==> src/rtl/serial_shift_right_unit.sv <==
// serial_shift_right_unit: multi-cycle SRL/SRA that shifts one bit per clock.
//   clk      - rising-edge clock
//   rst_n    - asynchronous active-low reset
//   start    - request, sampled only in IDLE
//   arith    - 1 = sign-fill, 0 = zero-fill (latched with start)
//   in_value - operand (latched with start)
//   shamt    - shift amount (latched with start)
//   busy     - high while shifting
//   done     - one-cycle pulse, result valid
//   result   - shifted value, held until next completion or reset
module serial_shift_right_unit #(
  parameter int unsigned WIDTH   = 32,
  parameter int unsigned SHAMT_W = 5
) (
  input  logic               clk,
  input  logic               rst_n,
  input  logic               start,
  input  logic               arith,
  input  logic [WIDTH-1:0]   in_value,
  input  logic [SHAMT_W-1:0] shamt,
  output logic               busy,
  output logic               done,
  output logic [WIDTH-1:0]   result
);

  typedef enum logic [1:0] {
    IDLE  = 2'd0,
    SHIFT = 2'd1,
    DONE  = 2'd2
  } state_t;

  state_t             state;
  logic [WIDTH-1:0]   sreg;
  logic [SHAMT_W-1:0] count;
  logic               mode;
  logic               fill;

  always_comb begin
    fill = mode & sreg[WIDTH-1];
  end

  always_ff @(posedge clk or negedge rst_n) begin
    if (!rst_n) begin
      state  <= IDLE;
      sreg   <= '0;
      count  <= '0;
      mode   <= 1'b0;
      busy   <= 1'b0;
      done   <= 1'b0;
      result <= '0;
    end else begin
      case (state)
        IDLE: begin
          done <= 1'b0;
          if (start) begin
            sreg  <= in_value;
            count <= shamt;
            mode  <= arith;
            busy  <= 1'b1;
            state <= SHIFT;
          end
        end
        SHIFT: begin
          if (count != '0) begin
            sreg  <= {fill, sreg[WIDTH-1:1]};
            count <= count - 1'b1;
          end else begin
            result <= sreg;
            done   <= 1'b1;
            busy   <= 1'b0;
            state  <= DONE;
          end
        end
        DONE: begin
          // start is deliberately not sampled here: one idle cycle between ops
          done  <= 1'b0;
          state <= IDLE;
        end
        default: begin
          busy  <= 1'b0;
          done  <= 1'b0;
          state <= IDLE;
        end
      endcase
    end
  end

endmodule

==> config.mk <==
export PLATFORM = sky130hd
export DESIGN_NAME = serial_shift_right_unit
export DESIGN_NICKNAME = d
export VERILOG_FILES = /design/src/rtl/serial_shift_right_unit.sv
export SDC_FILE = /design/constraint.sdc
export NUM_CORES = 1
export LEC_CHECK = 0
export BUFFER_PORTS_ARGS = -buffer_cell sky130_fd_sc_hd__buf_4
export CORE_ASPECT_RATIO = 0.9
export CORE_MARGIN = 2
export CORE_UTILIZATION = 40
export DETAILED_ROUTE_END_ITERATION = 16
export GPL_TIMING_DRIVEN = 0
export HOLD_SLACK_MARGIN = 0.12
export PLACE_DENSITY = 0.71
export RECOVER_POWER = 50
export SLEW_MARGIN = 0
export SYNTH_ARGS = -nofsm -noshare
export SYNTH_HDL_FRONTEND = slang
export SYNTH_SLANG_ARGS = --single-unit
==> constraint.sdc <==
create_clock -name clk -period 3.6 [get_ports clk]
set_input_delay 0.18 -clock clk [delete_from_list [all_inputs] [get_ports clk]]
set_output_delay 0.18 -clock clk [all_outputs]
set_load 0.05 [all_outputs]
==> results.cfg, run 1 <==
[placement]
dpl.cell_count = 398
io_buffers = 74
post-place-ws_ps = 1420
hpwlAfterDp_um = 4560
place_congestion = 0.752

[pwr]
p_clk_frac = 0.131
cellInternalPower_mw = 2.58
p_sw_frac = 0.416
p_leak_nw = 1.93
switching_power_mw = 1.84
comb_power_share = 0.524
p_per_area_nw_per_um2 = 1070
total_power_mw = 4.42
pwr-share-seq = 0.346
vdd.ir_drop.worst_v = 0.000515

[flow_run]
cap_viol_max_count = 1

[cells_and_area]
nNetsFinal = 356
drive_gt1_frac = 0.508
n_antenna_cell = 0
layout_common_cells = dfrtp_1, mux2_2, buf_4
nFillCells = 716
final_cells = 418
mostFrequentLayoutCell = dfrtp_1
syn_to_final_growth_pct = 22.9

[timing]
maxSlewHeadroom = -0.236
finalHoldViolCount = 0
slew_violations = 75
final.setup.tns_ps = 0
fmax_mhz = 459
skew_ps = 13.4
setup_ws_ps = 1420
holdWs_ps = 143
setup_violations = 0
period_share = 0.605
grt_setup_unrepaired = false
worstMarginPinSlew_ps = 1850
finalCriticalPeriod_ps = 2180

[critical_path]
cp.required_ps = 3820
reg2reg_depth = 7
ff2ff_setup_slack_ps = 1420
worstSetupStartpointType = flip-flop
critPathMaxFanout = 10
rr_endpoint = sreg[21]
cp.arrival_ps = 2400
r2r-start = count[0]
critPathKind = flip-flop to flip-flop
endpoint_kind = flip-flop

[detailed_routing]
vias = 2094
drt-vias-per-instance = 5.01
wirelength_um = 6600
firstDrtPassIters = 4
drt_iter0_markers = 52
drc_errors = 0
wire_per_inst_um = 15.8
ant_nets = 0

[global_routing]
overflow = 0
grt_pass1_wl_um = 11100
antenna_found_initial = 0
grt_pass1_vias = 2208
grt_max_degree = 75
grtUsageTotal = 0.156

[logic_synthesis]
avgSynthCellArea_um2 = 15.0
synth_top_area_cell = dfrtp_1
synthTopCellsByArea = dfrtp_1, mux2_2, mux2_4
synth.ff_latch_count = 74
netlist_instances = 225
synthDistinctLibCells = 30
syn_area_um2 = 3370
syn_nets = 267
yosysTopAreaCellShare = 0.550
ys_warn_count = 0
ys_seq_area_frac = 0.550

[die]
ios = 75
die_x_um = 101
die_h_um = 91.1
coreArea_um2 = 8110
std_cell_rows = 31
dieArea_um2 = 9170
initial_utilization = 0.416

[status]
status = finished with violations
violations = capacitance limit, slew limit

[clock_tree]
htreeDepth = 3
cts_root_buffer = clkbuf_8
postCtsSetupRepairBufs = 0
clk_path_buf_depth = 2
cts_tree = yes
clk_pin_slew_ps = 70
cts_sinks = 74
clk_latency_ps = 340
cts_buffers = 9

[worst_hold_path]
hold_path.class = primary input to flip-flop
hold_start = shamt[1]
min_to = count[1]
hold_depth = 3
-- flip-flops by register name, summed over array words and instances (netlist names) --
| name | count |
|---|---|
| busy | 1 |
| sreg | 32 |
| state | 2 |
| result | 32 |
| done | 1 |
| count | 5 |
| mode | 1 |
-- through the flow --
step	instance area [um2]	utilization
global route	4140	0.511
global placement	4050	0.499
floorplan	3370	-
CTS	4270	0.527
finish	4140	0.511
detailed placement	4050	0.499
-- worst max-delay path, cell delays in order, from the launching register on --
cell and delay, ps:
dfrtp_1 380, inv_1 90, ha_1 220, or4b_4 510, a21oi_2 240, inv_2 130, buf_6 190, mux2_4 300
-- power groups by stage --
stage	combinational [mW]	sequential (mW)	clock, mW
finish	2.31	1.53	0.577
detailed placement	2.49	1.55	0
global placement	2.44	1.53	0
global route	2.48	1.59	0.642
floorplan	1.32	2.10	0
CTS	2.51	1.54	0.603
-- worst max path at each step --
| stage | start | endpoint | slack (ps) | cells after the start |
|---|---|---|---|---|
| after CTS | count[0] | sreg[21] | 1410 | 7 |
| final | count[0] | sreg[21] | 1420 | 7 |
| after detailed placement | count[0] | sreg[6] | 1420 | 7 |
| after global routing | rst_n | done | 1250 | 2 |
| after global placement | count[0] | sreg[21] | 1470 | 7 |
| after floorplan | count[0] | sreg[10] | 1650 | 7 |
-- cells in the mapped netlist --
library cell,count
nand2_1,4
a21oi_2,1
nor3_1,3
a2111oi_0,1
a32oi_1,1
buf_6,3
mux2_4,27
buf_2,6
mux2_2,66
mux2i_1,2
or4b_4,1
clkbuf_1,2
ha_1,1
a21oi_1,3
inv_2,1
nor2_1,2
nor4_1,1
nor3b_1,2
a211oi_1,3
or3b_2,1
nor4b_1,1
nand2b_1,1
inv_1,7
o22ai_1,2
nor4b_2,1
and3_1,2
o32ai_1,1
o21ai_0,4
dfrtp_1,74
nor2b_1,1
-- routing by layer --
layer	vias to the layer above	share of wire	track usage
li1	993	-	-
met1	1036	0.46	0.210
met2	55	0.46	0.229
met3	10	0.066	0.0693
met4	0	0.014	0.0422
met5	-	0	0
-- what timing repair did --
action                                 CTS  global route
hold buffers                             4             0
endpoints found under the hold margin   77             0
gates resized for setup                  0             0
-- layout make-up --
cell class	count	area (um2)	area share
buffer	11	71.3	0.0172
timing repair buffer	78	465	0.112
multi-input combinational	132	1420	0.342
clock buffer	11	141	0.0341
inverter	8	30.0	0.00725
sequential	74	1850	0.447
clock inverter	5	40.0	0.00967
tap	99	124	0.0299
-- logic make-up (layout without fill, tap and decap cells) --
kind of cell | count (synthesis) | count (layout) | share of synthesized area
compound gates | 16 | 16 | 0.0312
buf+inv | 19 | 113 | 0.0301
simple gates | 20 | 20 | 0.0386
flops | 74 | 74 | 0.550
mux | 95 | 95 | 0.347
fa+ha+maj | 1 | 1 | 0.00371
Power figures use the tool's default switching activity.
==> run 2, diff against run 1 <==
==> constraint.sdc (replaced) <==
create_clock -name clk -period 2.2 [get_ports clk]
set_input_delay 0.11 -clock clk [delete_from_list [all_inputs] [get_ports clk]]
set_output_delay 0.11 -clock clk [all_outputs]
set_load 0.05 [all_outputs]
==> run 2 against run 1 <==
Against the previous run:
- the flow still finishes with violations (capacitance limit, slew limit)
- global-route usage up 0.41 points
- largest power group unchanged
- largest cell class unchanged
- die area unchanged
- clock skew is 1.9 ps lower
- clock power up 64%
==> results.cfg, run 2 (synthesis results as in run 1) <==
[critical_path]
cp.arrival_ps = 2330
reg2reg_depth = 7
critPathKind = flip-flop to flip-flop
crit_family = simple AND/OR/NAND/NOR gates
endpoint_kind = flip-flop
worstSetupStartpointType = flip-flop
worst_path_max_delay_cell = or4b_4
cp.required_ps = 2420
critPathMaxFanout = 10
cp.depth = 7
critPathBufInv = 3
worstPathCellList = inv_1, ha_2, or4b_4, a21oi_4, inv_4, buf_6, mux2_4
cp_slowest_stage_delay_ps = 510

[timing]
setup_violations = 0
finalCriticalPeriod_ps = 2110
slew_violations = 75
finalHoldViolCount = 0
maxSlewHeadroom = -0.0883
worstMarginPinSlew_ps = 1630
skew_ps = 11.5
final.setup.tns_ps = 0
period_share = 0.957
holdWs_ps = 138
fmax_mhz = 475

[detailed_routing]
drc_errors = 0
wirelength_um = 6840
wire_per_inst_um = 15.3
drt_iter0_markers = 58
vias = 2192
firstDrtPassIters = 4
ant_nets = 0
drt-vias-per-instance = 4.91

[status]
status = finished with violations
violations = capacitance limit, slew limit

[die]
std_cell_rows = 31
coreArea_um2 = 8110
die_x_um = 101
dieArea_um2 = 9170
ios = 75
initial_utilization = 0.416
die_h_um = 91.1

[global_routing]
antenna_found_initial = 0
grt_pass1_vias = 2323
grtUsageTotal = 0.160
grtUsageMet2 = 0.241
grt_pass1_wl_um = 11500
grt_use_met1 = 0.217
use_met3 = 0.0608
top_usage_layer = met2
overflow = 0
grt_max_degree = 75

[cells_and_area]
final_area_um2 = 4450
mostFrequentLayoutCell = dfrtp_1
drive_gt1_frac = 0.476
n_antenna_cell = 0
top_regs = result (32), sreg (32), count (5)
final_cells = 446
layout_common_cells = dfrtp_1, mux2_2, buf_4
syn_to_final_growth_pct = 32.0
nNetsFinal = 384

[worst_hold_path]
hold_path.class = primary input to flip-flop
hold_depth = 3

[placement]
place_area_um2 = 4050
io_buffers = 74
dpl.cell_count = 398
hpwlAfterDp_um = 4560
place_congestion = 0.752

[clock_tree]
clk_pin_slew_ps = 70
htreeDepth = 3
cts_root_buffer = clkbuf_8
cts_sinks = 74
cts_buffers = 9
postCtsSetupRepairBufs = 0
cts_tree = yes
clk_latency_ps = 340
clk_path_buf_depth = 2

[pwr]
p_per_area_nw_per_um2 = 1650
p_leak_nw = 2.05
vdd.ir_drop.worst_v = 0.000954
total_power_mw = 7.33

[flow_run]
cap_viol_max_count = 1
==> run 2: worst paths after layout <==
kind,slack (ps),endpoint,from
setup / recovery,90,sreg[22],count[0]
hold / removal,140,sreg[4],in_value[4]
setup reg to reg,90,sreg[22],count[0]
hold reg to reg,500,done,done
max in group asynchronous,480,busy,rst_n
min in group asynchronous,730,sreg[20],rst_n
==> run 2: report_power, final <==
part           switching (mW)  total [mW]  internal (mW)
registers               0.468        2.52           2.05
clock network           0.501       0.945          0.444
logic                    2.08        3.87           1.79
==> run 2: per-stage QoR <==
step	utilization	setup WS, ps
after global routing	0.549	-27.1
after CTS	0.560	12.5
after detailed placement	0.499	21.2
after floorplan	-	250
final	0.549	94.7
after global placement	0.499	71.6
==> run 2: what timing repair did <==
action,in CTS,in global routing
endpoints found under the hold margin,104,1
gates resized for setup,0,6
setup endpoints to repair,0,54
hold buffers,31,1
==> run 2: worst register-to-register path, cell delays in order (launching register included) <==
cell     delay [ps]
dfrtp_1         380
inv_1           100
ha_2            220
or4b_4          510
a21oi_4         220
inv_4            90
buf_6           170
mux2_4          310
==> run 2: metal layers <==
layer | share of wire | up-vias
met1 | 0.46 | 1071
met3 | 0.055 | 13
li1 | - | 1043
met2 | 0.47 | 65
met5 | 0 | -
met4 | 0.018 | 0
==> run 2: area by class of cell <==
type / count / area [um2]
clock inverter: 5 / 40.0
sequential: 74 / 1850
clock buffer: 11 / 141
multi-input combinational: 132 / 1440
timing repair buffer: 106 / 746
tap: 99 / 124
fill: 687 / 3660
buffer: 11 / 71.3
inverter: 8 / 32.5
